[src/rtl/fadd_pipe.sv]
// fadd_pipe: 3-stage pipelined floating-point add/subtract, round-to-nearest-even.
// Define FADD_PIPE_SUBNORMAL_EN for IEEE subnormals; the default build flushes them to signed zero.
module fadd_pipe #(
    parameter int EXP_W = 8,
    parameter int MAN_W = 23,
    parameter int TAG_W = 4
) (
    input  logic                 clk,
    input  logic                 rstn,
    input  logic                 in_valid,
    output logic                 in_ready,
    input  logic [EXP_W+MAN_W:0] x1,
    input  logic [EXP_W+MAN_W:0] x2,
    input  logic                 sub,
    input  logic [TAG_W-1:0]     in_tag,
    output logic                 out_valid,
    input  logic                 out_ready,
    output logic [EXP_W+MAN_W:0] y,
    output logic [TAG_W-1:0]     out_tag
);
    localparam int W      = 1 + EXP_W + MAN_W;
    localparam int N      = MAN_W + 4;         // hidden + fraction + guard/round/sticky
    localparam int SW     = N + 1;             // plus carry-out
    localparam int LZW    = $clog2(SW + 1);
    localparam int EMAX   = (1 << EXP_W) - 1;
    localparam int STAGES = 3;
    localparam logic [W-1:0] QNAN = {1'b0, {EXP_W{1'b1}}, 1'b1, {(MAN_W-1){1'b0}}};

    logic [STAGES:1] vld_pipe;
    logic            advance;

    assign out_valid = vld_pipe[STAGES];
    assign advance   = !out_valid || out_ready;
    assign in_ready  = advance;

    // ---------------- stage 1: unpack, swap, align ----------------
    logic             sa, sb, a_nan, b_nan, a_inf, b_inf, a_big, sp1;
    logic [EXP_W-1:0] ea, eb, el, es, ed;
    logic [MAN_W:0]   ma, mb, ml, ms;
    logic [N-1:0]     ext_s, lost_mask, al;
    logic [W-1:0]     spv1;

    always_comb begin
        sa    = x1[W-1];
        sb    = x2[W-1] ^ sub;
        a_nan = (&x1[W-2:MAN_W]) && (|x1[MAN_W-1:0]);
        b_nan = (&x2[W-2:MAN_W]) && (|x2[MAN_W-1:0]);
        a_inf = (&x1[W-2:MAN_W]) && !(|x1[MAN_W-1:0]);
        b_inf = (&x2[W-2:MAN_W]) && !(|x2[MAN_W-1:0]);
`ifdef FADD_PIPE_SUBNORMAL_EN
        ea = (|x1[W-2:MAN_W]) ? x1[W-2:MAN_W] : EXP_W'(1);
        eb = (|x2[W-2:MAN_W]) ? x2[W-2:MAN_W] : EXP_W'(1);
        ma = {|x1[W-2:MAN_W], x1[MAN_W-1:0]};
        mb = {|x2[W-2:MAN_W], x2[MAN_W-1:0]};
`else
        ea = x1[W-2:MAN_W];
        eb = x2[W-2:MAN_W];
        ma = (|ea) ? {1'b1, x1[MAN_W-1:0]} : '0;
        mb = (|eb) ? {1'b1, x2[MAN_W-1:0]} : '0;
`endif
        a_big = {ea, ma} >= {eb, mb};
        el    = a_big ? ea : eb;
        es    = a_big ? eb : ea;
        ml    = a_big ? ma : mb;
        ms    = a_big ? mb : ma;
        ed    = el - es;
        // Shifts of N or more leave al empty and the mask full, so every bit lands in sticky.
        ext_s     = {ms, 3'b000};
        lost_mask = ~({N{1'b1}} << ed);
        al        = ext_s >> ed;
        al[0]     = al[0] | (|(ext_s & lost_mask));
        sp1       = a_nan || b_nan || a_inf || b_inf;
        if (a_nan || b_nan || (a_inf && b_inf && (sa != sb)))
            spv1 = QNAN;
        else if (a_inf)
            spv1 = {sa, {EXP_W{1'b1}}, {MAN_W{1'b0}}};
        else
            spv1 = {sb, {EXP_W{1'b1}}, {MAN_W{1'b0}}};
    end

    logic [TAG_W-1:0] s1_tag;
    logic             s1_sp, s1_sign, s1_sub;
    logic [W-1:0]     s1_spv;
    logic [EXP_W-1:0] s1_exp;
    logic [N-1:0]     s1_ml, s1_ms;

    always_ff @(posedge clk) begin
        if (advance) begin
            s1_tag  <= in_tag;
            s1_sp   <= sp1;
            s1_spv  <= spv1;
            s1_sign <= a_big ? sa : sb;
            s1_sub  <= sa ^ sb;
            s1_exp  <= el;
            s1_ml   <= {ml, 3'b000};
            s1_ms   <= al;
        end
    end

    // ---------------- stage 2: add/sub, leading-zero count ----------------
    logic [SW-1:0]  sum2;
    logic [LZW-1:0] lz2;

    always_comb begin
        sum2 = s1_sub ? ({1'b0, s1_ml} - {1'b0, s1_ms}) : ({1'b0, s1_ml} + {1'b0, s1_ms});
        lz2  = LZW'(SW);
        for (int i = 0; i < SW; i++)
            if (sum2[i]) lz2 = LZW'(SW - 1 - i);
    end

    logic [TAG_W-1:0] s2_tag;
    logic             s2_sp, s2_sign, s2_sub;
    logic [W-1:0]     s2_spv;
    logic [EXP_W-1:0] s2_exp;
    logic [SW-1:0]    s2_sum;
    logic [LZW-1:0]   s2_lz;

    always_ff @(posedge clk) begin
        if (advance) begin
            s2_tag  <= s1_tag;
            s2_sp   <= s1_sp;
            s2_spv  <= s1_spv;
            s2_sign <= s1_sign;
            s2_sub  <= s1_sub;
            s2_exp  <= s1_exp;
            s2_sum  <= sum2;
            s2_lz   <= lz2;
        end
    end

    // ---------------- stage 3: normalise, round, pack ----------------
    int             e3, sh3;
    logic [N-1:0]   norm;
    logic           rnd;
    logic [MAN_W+1:0] mant;
    logic [W-1:0]   res;

    always_comb begin
        e3  = int'(s2_exp);
        sh3 = 0;
        if (s2_sum[N]) begin
            norm = s2_sum[N:1] | N'(s2_sum[0]);
            e3   = e3 + 1;
        end else begin
            sh3 = int'(s2_lz) - 1;
`ifdef FADD_PIPE_SUBNORMAL_EN
            // Stop at exponent 1 so tiny results come out as subnormals.
            if (sh3 > e3 - 1) sh3 = e3 - 1;
`endif
            norm = s2_sum[N-1:0] << sh3;
            e3   = e3 - sh3;
        end
        rnd  = norm[2] && (norm[1] || norm[0] || norm[3]);
        mant = {1'b0, norm[N-1:3]} + (MAN_W+2)'(rnd);
        if (mant[MAN_W+1]) begin
            mant = mant >> 1;
            e3   = e3 + 1;
        end
        if (s2_sp)
            res = s2_spv;
        else if (s2_sum == '0)
            res = {s2_sign && !s2_sub, {(W-1){1'b0}}};
        else if (e3 >= EMAX)
            res = {s2_sign, {EXP_W{1'b1}}, {MAN_W{1'b0}}};
`ifdef FADD_PIPE_SUBNORMAL_EN
        else
            res = {s2_sign, mant[MAN_W] ? EXP_W'(e3) : {EXP_W{1'b0}}, mant[MAN_W-1:0]};
`else
        else if (e3 < 1 || !mant[MAN_W])
            res = {s2_sign, {(W-1){1'b0}}};
        else
            res = {s2_sign, EXP_W'(e3), mant[MAN_W-1:0]};
`endif
    end

    always_ff @(posedge clk) begin
        if (!rstn) begin
            vld_pipe <= '0;
            y        <= '0;
            out_tag  <= '0;
        end else if (advance) begin
            vld_pipe <= {vld_pipe[STAGES-1:1], in_valid};
            y        <= res;
            out_tag  <= s2_tag;
        end
    end
endmodule

[config.mk]
export PLATFORM = sky130hd
export DESIGN_NAME = fadd_pipe
export DESIGN_NICKNAME = d
export VERILOG_FILES = /design/src/rtl/fadd_pipe.sv
export SDC_FILE = /design/constraint.sdc
export NUM_CORES = 1
export LEC_CHECK = 0
export CAP_MARGIN = 30
export CORE_MARGIN = 2
export CORE_UTILIZATION = 61
export CTS_BUF_LIST = sky130_fd_sc_hd__clkbuf_16
export DETAILED_ROUTE_END_ITERATION = 8
export DONT_BUFFER_PORTS = 1
export GPL_ROUTABILITY_DRIVEN = 1
export PLACE_DENSITY = 0.85
export SYNTH_ARGS = -nofsm -noshare
export SYNTH_HDL_FRONTEND = slang
export SYNTH_SLANG_ARGS = --single-unit
export TNS_END_PERCENT = 10
[constraint.sdc]
create_clock -name clk -period 9.25 [get_ports clk]
set_input_delay 0.925 -clock clk [delete_from_list [all_inputs] [get_ports clk]]
set_output_delay 0.925 -clock clk [all_outputs]
set_load 0.005 [all_outputs]
==> metrics list, run 1 <==
- Multi-input gate area: around 11000 sq um
- Synthesis produced 1908 cells.
- Worst Setup End Kind: flip-flop
* Async S/R FF share, synth: 0%
- Counting along the longest clock path gives a buffer depth of 2.
- Among all flip-flop cells after synthesis, the most frequent one is sky130_fd_sc_hd__edfxtp_1.
- Total buffers and inverters traversed by the critical path: 4
- Total length of routed wires: 52.58 mm
- Summing the areas of all and, or, nand and nor instances in the mapped netlist gives 21.99% of the synthesized area.
- Multiplexer area fraction after synthesis: 8.424%
* Vias per std cell: 7.007
* Hold Crit Depth: 0
- In this run the tightest slew margin relative to its limit is between 20% and 30%.
- Count of state elements after synthesis: approximately 160
- At the worst endpoint, the arrival time is 7950 ps.
* Count of distinct cell types in the synthesized netlist: ~110
- Compound-gate portion of the synthesized area: about 25%
- Adder and majority gate portion of the synthesized area: 8.290%
- The die is roughly 170 microns wide.
- Critical path launch point type: flip-flop
* Max-slew violation count: 0
- DRC violation total after the first TritonRoute iteration: 2007
- The first global-routing pass estimated 79.49 mm of wire.
* Resize count post-CTS: 0
- Min-Delay Path Class: reg -> reg
* Drt first pass iters: 8
- Final setup skew: 17.26 ps
- Max FO, Critical Path: 18
- Number of warnings issued by yosys: 0
- For this design, the sink count on the clock tree is approximately 160.
* Quantity of I/O buffers inserted on ports: 0
* Post-Syn Area per Cell: between 8 and 9 sq um
* CP peak stage delay: 830 ps
- Summing all placed instances gives a cell area of about 16000 sq um.
- Final total negative setup slack: 0 ps
- R2r startpoint: s2_lz[0]
* Reg-to-Reg End: y[1]
- Walking the worst path, the cells encountered are clkinv_1 > ha_1 > nor3b_1 > xor2_1 > inv_2 > ha_1 > inv_1 > o21bai_1 > a21oi_1 > o221ai_1 > a2111oi_1 > buf_4 > nand3_1 > ha_1 > nor4_1 > nand4_1 > nor4_1 > o41a_1 > o311ai_0 > o21a_1 > or4b_4 > nand4_4 > nor2_4 > a22o_1.
* TritonCTS clock tree: done
- Global routing used 38.38% of the available tracks.
* Unrepaired setup endpoints after global routing: no
- In the post-synthesis netlist, the cell with the most instances is sky130_fd_sc_hd__nand2_1.
- The run finished with clean final reports.
* Time the worst path needs with I/O delays and setup: 7630 ps
- When the netlist entered floorplanning its net count stood at 2085.
- Across all hold checks on the routed design, the worst slack comes to 417.3 ps.
- Worst reg2reg path depth: 24
- Final setup slack of the worst path: 1620 ps
- Combinational family with the most area after synthesis: compound AO/OA/AOI/OAI gates
* Cell taking the most area after synthesis: sky130_fd_sc_hd__edfxtp_1
* Largest net degree at the start of global routing: 53
* Hold bufs inserted after CTS: 0
- VDD sags by at most approximately 0.17 mV.
* Fmax: approximately 130 MHz
* Fin crit share: 82.49%
* Layout overhead on the synthesized area: 4.216%
* Final weighted congestion of routability-driven global placement: approximately 1.0
* Final setup fails: 0
- At the end of the flow, the number of nets in the layout was between 2k and 2.5k.
- Top post-synthesis cells by count: 208 x sky130_fd_sc_hd__nand2_1, 146 x sky130_fd_sc_hd__nor2_1, 118 x sky130_fd_sc_hd__edfxtp_1, 116 x sky130_fd_sc_hd__o21ai_0, 110 x sky130_fd_sc_hd__a21oi_1
* Most common cell on crit path: sky130_fd_sc_hd__ha_1
- Antenna viol nets, final: 0
* Leakage power summed over all cells: 6.362 nW
* Aggregate global routing overflow: 0
- Largest cells by area after synthesis: sky130_fd_sc_hd__edfxtp_1 22%, sky130_fd_sc_hd__ha_1 8.0%, sky130_fd_sc_hd__dfxtp_1 4.9%, sky130_fd_sc_hd__nand2_1 4.9%, sky130_fd_sc_hd__o21ai_0 3.7%
* Count of filler cells inserted in the layout: 2239
* Antenna violations before repair: 1
* Count of flip-flops with a built-in enable after synthesis: 118
* Slew at the pin closest to its max-slew limit: around 1100 ps
- Total number of vias: 15.32k
- Initial Util: 61.45%
* Number of global-route vias before repair: 14.15k
- Register-to-register setup slack: 1620 ps
* Endpoint required time on the critical path: between 9000 and 10000 ps
- Placeable core area: roughly 26000 sq um
* Total CTS buffers: 17
* Area of the die: 27340 sq um
- I/O pin cnt: 111
- Share of the yosys chip area belonging to registers: 27.23%
- Worst hold start: s1_exp[0]
* Delay-heaviest family, CP: compound AO/OA/AOI/OAI gates
- Post-synthesis xor/xnor area fraction: between 3 and 4%
- The worst hold path terminates at s2_exp[0].
- Half-perimeter wire length after detailed placement: 40.55 mm
- Of the cells placed in the final design, the portion with a size suffix greater than 1 is under 10%.
- Area occupied by registers: 4324 sq um
- Maximum level of the CTS H-tree: 4
* Vert. Die Dim: 165.3 microns
- The tool flagged a number of max-cap violations equal to 0.
- Power per Cell Area: 282.1 nW/um^2
* Pre-CTS worst setup slack: 1618 ps
- By startpoint and endpoint, the worst setup path is classified as reg -> reg.
* Average wire per standard cell: between 20 and 25 microns
- Summed over its instances, the top area cell type makes up between 20% and 30% of the synthesized netlist area.
- The number of hold violations in the final report was 0.
- The cell area that synthesis handed to floorplanning was between 15000 and 20000 sq um.
- For this run, design rule violations remaining after detail routing come to 0.
- On the critical path, the stage with the largest delay is an instance of sky130_fd_sc_hd__edfxtp_1.
* Clock tree root driver cell: sky130_fd_sc_hd__clkbuf_16
- After clock tree synthesis, the clock-pin slew on the worst setup and hold paths is ~70 ps.
* Clock latency at the later pin of the worst-skew pair: approximately 440 ps
* Final Instance Area: 16550 sq um
* Number of setup buffers added after CTS: 0
- Site row count: 59
[report_power, final]
part           leakage [nW]  internal, mW  switching, mW  total [mW]
clock network         0.289         0.358          0.335       0.693
logic                  4.46          1.04           1.74        2.78
registers              1.62         0.938          0.252        1.19
total                  6.36          2.34           2.33        4.67
[layout make-up]
type | count | share of cell area [%]
Multi-Input combinational cell | 1526 | 64.17
Sequential cell | 157 | 26.13
Antenna cell | 1 | 0.01512
Clock inverter | 15 | 0.9376
Tap cell | 335 | 2.533
Timing Repair Buffer | 19 | 0.9830
Inverter | 116 | 2.662
Clock buffer | 17 | 2.571
[sequential cells by signal, summed over array words and instances, names as in the netlist]
signal / count
s2_tag: 4
s2_sp: 1
s2_sub: 1
s2_sum: 28
s2_spv: 2
s1_sign: 1
s1_spv: 2
s1_sub: 1
s1_exp: 8
s1_ml: 24
out_tag: 4
vld_pipe: 3
s1_sp: 1
s1_ms: 27
s1_tag: 4
s2_lz: 5
s2_sign: 1
y: 32
s2_exp: 8
[placed cells by master (no fill, tap or decap), drive strengths merged, types with 23 or more instances in the layout]
cell,synthesis,routed
edfxtp,118,118
mux2,35,35
nor4,34,34
mux2i,47,47
nor2,150,150
a211oi,27,27
nand2,209,209
nand3,90,90
and2,23,23
xnor2,37,37
a21oi,111,111
nand4,34,34
ha,102,102
xor2,26,26
dfxtp,39,39
nor3,53,53
o31ai,30,30
o21ai,123,123
inv,113,120
a21o,27,27
[per-stage QoR]
step | total power [mW] | cells | util (%)
finish | 4.668 | 2186 | 64.04
global route | 4.926 | 2185 | 64.03
CTS | 4.558 | 2185 | 64.03
detailed placement | 3.860 | 2153 | 61.79
global placement | 3.844 | 2151 | 61.65
floorplan | 3.167 | 1908 | -
[how the worst max path moves through the flow]
stage / startpoint / endpoint / slack, ps / cells after the start
2_1_floorplan: x2[26] / s1_ms[0] / 2340 / 24
3_3_place_gp: x2[24] / s1_ms[0] / 1640 / 19
3_5_place_dp: x2[24] / s1_ms[0] / 1620 / 19
4_1_cts: s2_lz[0] / y[1] / 1720 / 24
5_1_grt: s2_lz[0] / y[1] / 1030 / 24
6_report: s2_lz[0] / y[1] / 1620 / 24
[metal layers]
layer | track usage [%] | up-vias | wire [microns]
met5 | 0 | - | 0
met4 | 27.59 | 0 | 4073
met3 | 6.543 | 231 | 4385
met2 | 63.84 | 890 | 24710
met1 | 44.85 | 7168 | 19410
li1 | - | 7029 | -
[cell families (layout without fill, tap and decap cells)]
kind of cell / count (synthesis) / after routing
and+or+nand+nor: 698 / 698
other: 0 / 1
buffers and inverters: 225 / 167
xor gates and xnor gates: 63 / 63
DFF: 157 / 157
muxes: 103 / 103
AOI/OAI and AO/OA: 558 / 558
adders and majority gates: 104 / 104
Power figures use the tool's default switching activity.
==> inputs of run 2 (changes only) <==
==> constraint.sdc (replaced) <==
create_clock -name clk -period 7.37 [get_ports clk]
set_input_delay 0.737 -clock clk [delete_from_list [all_inputs] [get_ports clk]]
set_output_delay 0.737 -clock clk [all_outputs]
set_load 0.005 [all_outputs]
==> metrics list, run 2 (synthesis gave the netlist of run 1 again) <==
- Register-to-register setup slack: ~540 ps
- I/O pin cnt: 111
- Max-slew violation count: 0
- Internal power consumption: 3.014 mW
* TritonCTS clock tree: done
* Total length of routed wires: 51.45 mm
- Slew headroom: 29.74%
- Critical path launch point type: flip-flop
- In this run the post-CTS setup repair buffer count came out at 0.
* Final setup fails: 0
* Fin crit share: 92.67%
* Highest routed metal layer: met4
* Die width: 165.3 microns
- Measured along the y axis, the die boundary spans between 150 and 200 microns.
* Power per Cell Area: 353.0 nW/um^2
* Unrepaired setup endpoints after global routing: no
- Drt first pass iters: 6
- Average wire per standard cell: 23.35 microns
- Net switching is between 40% and 50% of the power.
* End of the worst hold path: s1_tag[2]
- Switching power total: 2.867 mW
- Entering global routing, the biggest net connects 79 pins.
- Register with the most flip-flops: y
* Biggest regs: y x32, s2_sum x28, s1_ms x27
- Maxcap violations: 0
- Part of the power in the clock network: 14.8%
- STA puts the critical path data required time at 7690 ps.
* Placeable core area: about 26000 sq um
- Final-report hold violation count: 0
- CTS saw 157 sinks.
- Min-Delay Path Class: in -> reg
- Global routing used 37.73% of the available tracks.
- The register with the most flip-flops in the layout has 32 of them.
- The analysis attributes to cell leakage a power of approximately 6.4 nW.
- In this run the tool buffered the top-level ports with 0 buffer cells.
- In this run, post-CTS hold repair placed 0 buffers.
* WL met3: 4.149 mm
- Data arrival time of the critical path: 7150 ps
* Metal2 WL: 23.95 mm
- Remaining routing DRC violations: 0
- Layout cells sized above 1: 10.17%
- The flow ran to the end, and the final reports show no timing, DRC or antenna violations.
- Nets@finish: 2032
* Resize count post-CTS: 0
* Slew at the pin closest to its max-slew limit: 1053 ps
- Fmax: approximately 150 MHz
- Maximum level of the CTS H-tree: 4
- After clock tree synthesis, the clock-pin slew on the worst setup and hold paths is 70 ps.
- Power share of the combinational group: 60.7%
* R2r startpoint: s2_lz[1]
- Before CTS, the worst setup slack after placement is 782.5 ps.
- Per report_power, the sequential group accounts for 24.4% of the total.
- The setup path with the least slack is of type reg -> reg.
* Total CTS buffers: 17
* Worst reg2reg path depth: 23
* Antenna viol nets, final: 0
- Longest Clk Path Bufs: 2
* Final setup slack of the worst path: between 500 and 600 ps
- The worst-case IR drop observed on VDD is roughly 0.2 mV.
- Leaving out fill and tap cells, the most frequent cell in the layout is sky130_fd_sc_hd__nand2_1.
- Worst hold start: in_tag[2]
- Half-perimeter wire length after detailed placement: 39.98 mm
- Summing over every cut layer, the via total after detailed routing is roughly 15k.
- Initial Util: 61.45%
- The floorplan step defined a die boundary enclosing between 20000 and 30000 sq um.
- The via count of the first global-routing pass is about 15k.
- Leaving out fill and tap cells, the most frequent cells in the layout are 208 x sky130_fd_sc_hd__nand2_1, 146 x sky130_fd_sc_hd__nor2_1, 118 x sky130_fd_sc_hd__edfxtp_1, 116 x sky130_fd_sc_hd__o21ai_0, 110 x sky130_fd_sc_hd__a21oi_1.
- Clock latency on the worst-skew pair, taken at its later pin, is 440 ps.
- Along the worst path, the maximum fanout reaches 14.
* Reg-to-Reg End: y[1]
- Wire length of the first global-routing pass: 78.72 mm
* Antenna violations before repair: 0
- The repair_antennas step left the layout with diodes totalling 0.
- The worst setup path is captured at a flip-flop.
* Final total negative setup slack: 0 ps
- Row generation in the floorplan step produced 59 rows.
* Vias per std cell: 7.007
- The tree is rooted in a sky130_fd_sc_hd__clkbuf_16.
* Time the worst path needs with I/O delays and setup: 6830 ps
* DRC violation total after the first TritonRoute iteration: ~1.9k
* Count of filler cells inserted in the layout: between 2k and 2.5k
* Hold Crit Depth: 0
- For this block, wires on met1 add up to approximately 19 mm.
- Layout overhead on the synthesized area: 4.909%
* Final weighted congestion of routability-driven global placement: 1.084
* Aggregate global routing overflow: 0
* Final setup skew: 17.13 ps
-- run 2: cell count changes in the layout (fill, tap and decap cells not counted), sizes merged --
cell | previous run | this run
buf | 19 | 36
clkinv | 11 | 6
inv | 120 | 124
bufinv | 0 | 1
clkbuf | 17 | 18
diode | 1 | 0
-- run 2: power by group through the flow --
stage	Clock [mW]	Sequential, mW	Combinational (mW)
final	0.873	1.44	3.57
after global routing	0.911	1.45	3.85
after CTS	0.880	1.42	3.44
after global placement	0	1.43	3.35
after floorplan	0	1.31	2.66
after detailed placement	0	1.44	3.40
-- run 2: stage by stage --
step | hold WS (ps) | instance area, sq um | utilization [%] | total power [mW] | std cells
detailed placement | 405.2 | 16070 | 62.19 | 4.842 | 2170
floorplan | 400.3 | 15880 | - | 3.974 | 1908
CTS | 377.4 | 16650 | 64.44 | 5.735 | 2202
global placement | 400.7 | 16060 | 62.17 | 4.775 | 2169
global route | 374.9 | 16660 | 64.47 | 6.202 | 2203
finish | 390.4 | 16660 | 64.47 | 5.881 | 2203
-- run 2: layout make-up --
cell class / instances / area (sq um) / area share [%]
multi-input combinational: 1526 / 10620 / 63.74
sequential: 157 / 4324 / 25.96
inverter: 116 / 440.4 / 2.644
clock buffer: 17 / 425.4 / 2.554
tap: 335 / 419.2 / 2.516
timing repair buffer: 37 / 275.3 / 1.653
clock inverter: 15 / 155.1 / 0.9314
-- run 2: layer usage --
metal  track usage [%]  vias up
met5                 0        -
met4             28.37        0
met3             6.568      218
met2             62.44      929
met1             43.78     7222
li1                  -     7067
-- run 2: worst max-delay path, stage by stage, from the launching register on --
cell and delay, ps:
sky130_fd_sc_hd__edfxtp_1 540, sky130_fd_sc_hd__or3_1 550, sky130_fd_sc_hd__nor2_2 380, sky130_fd_sc_hd__clkinv_1 440, sky130_fd_sc_hd__ha_1 550, sky130_fd_sc_hd__inv_1 110
sky130_fd_sc_hd__nor4_1 290, sky130_fd_sc_hd__a31oi_1 90, sky130_fd_sc_hd__o21ai_0 170, sky130_fd_sc_hd__nor3_1 130, sky130_fd_sc_hd__or2_2 350, sky130_fd_sc_hd__nor2_1 340
sky130_fd_sc_hd__nand3_1 140, sky130_fd_sc_hd__ha_1 210, sky130_fd_sc_hd__nor4_1 300, sky130_fd_sc_hd__nand4_1 130, sky130_fd_sc_hd__nor4_1 350, sky130_fd_sc_hd__o41a_1 220
sky130_fd_sc_hd__o311ai_0 120, sky130_fd_sc_hd__o21a_1 170, sky130_fd_sc_hd__or4b_4 560, sky130_fd_sc_hd__nand4_4 210, sky130_fd_sc_hd__nor2_4 100, sky130_fd_sc_hd__a22o_1 250
-- run 2: how the worst max path moves through the flow --
stage / to / from / slack, ps / depth (start not counted)
after floorplan: s1_ms[0] / x2[26] / 650 / 24
after detailed placement: s1_ms[0] / x2[24] / 780 / 17
after global routing: y[1] / s2_lz[1] / 250 / 24
after CTS: y[1] / s2_lz[1] / 740 / 23
after global placement: s1_ms[2] / x2[24] / 880 / 18
final: y[1] / s2_lz[1] / 540 / 23
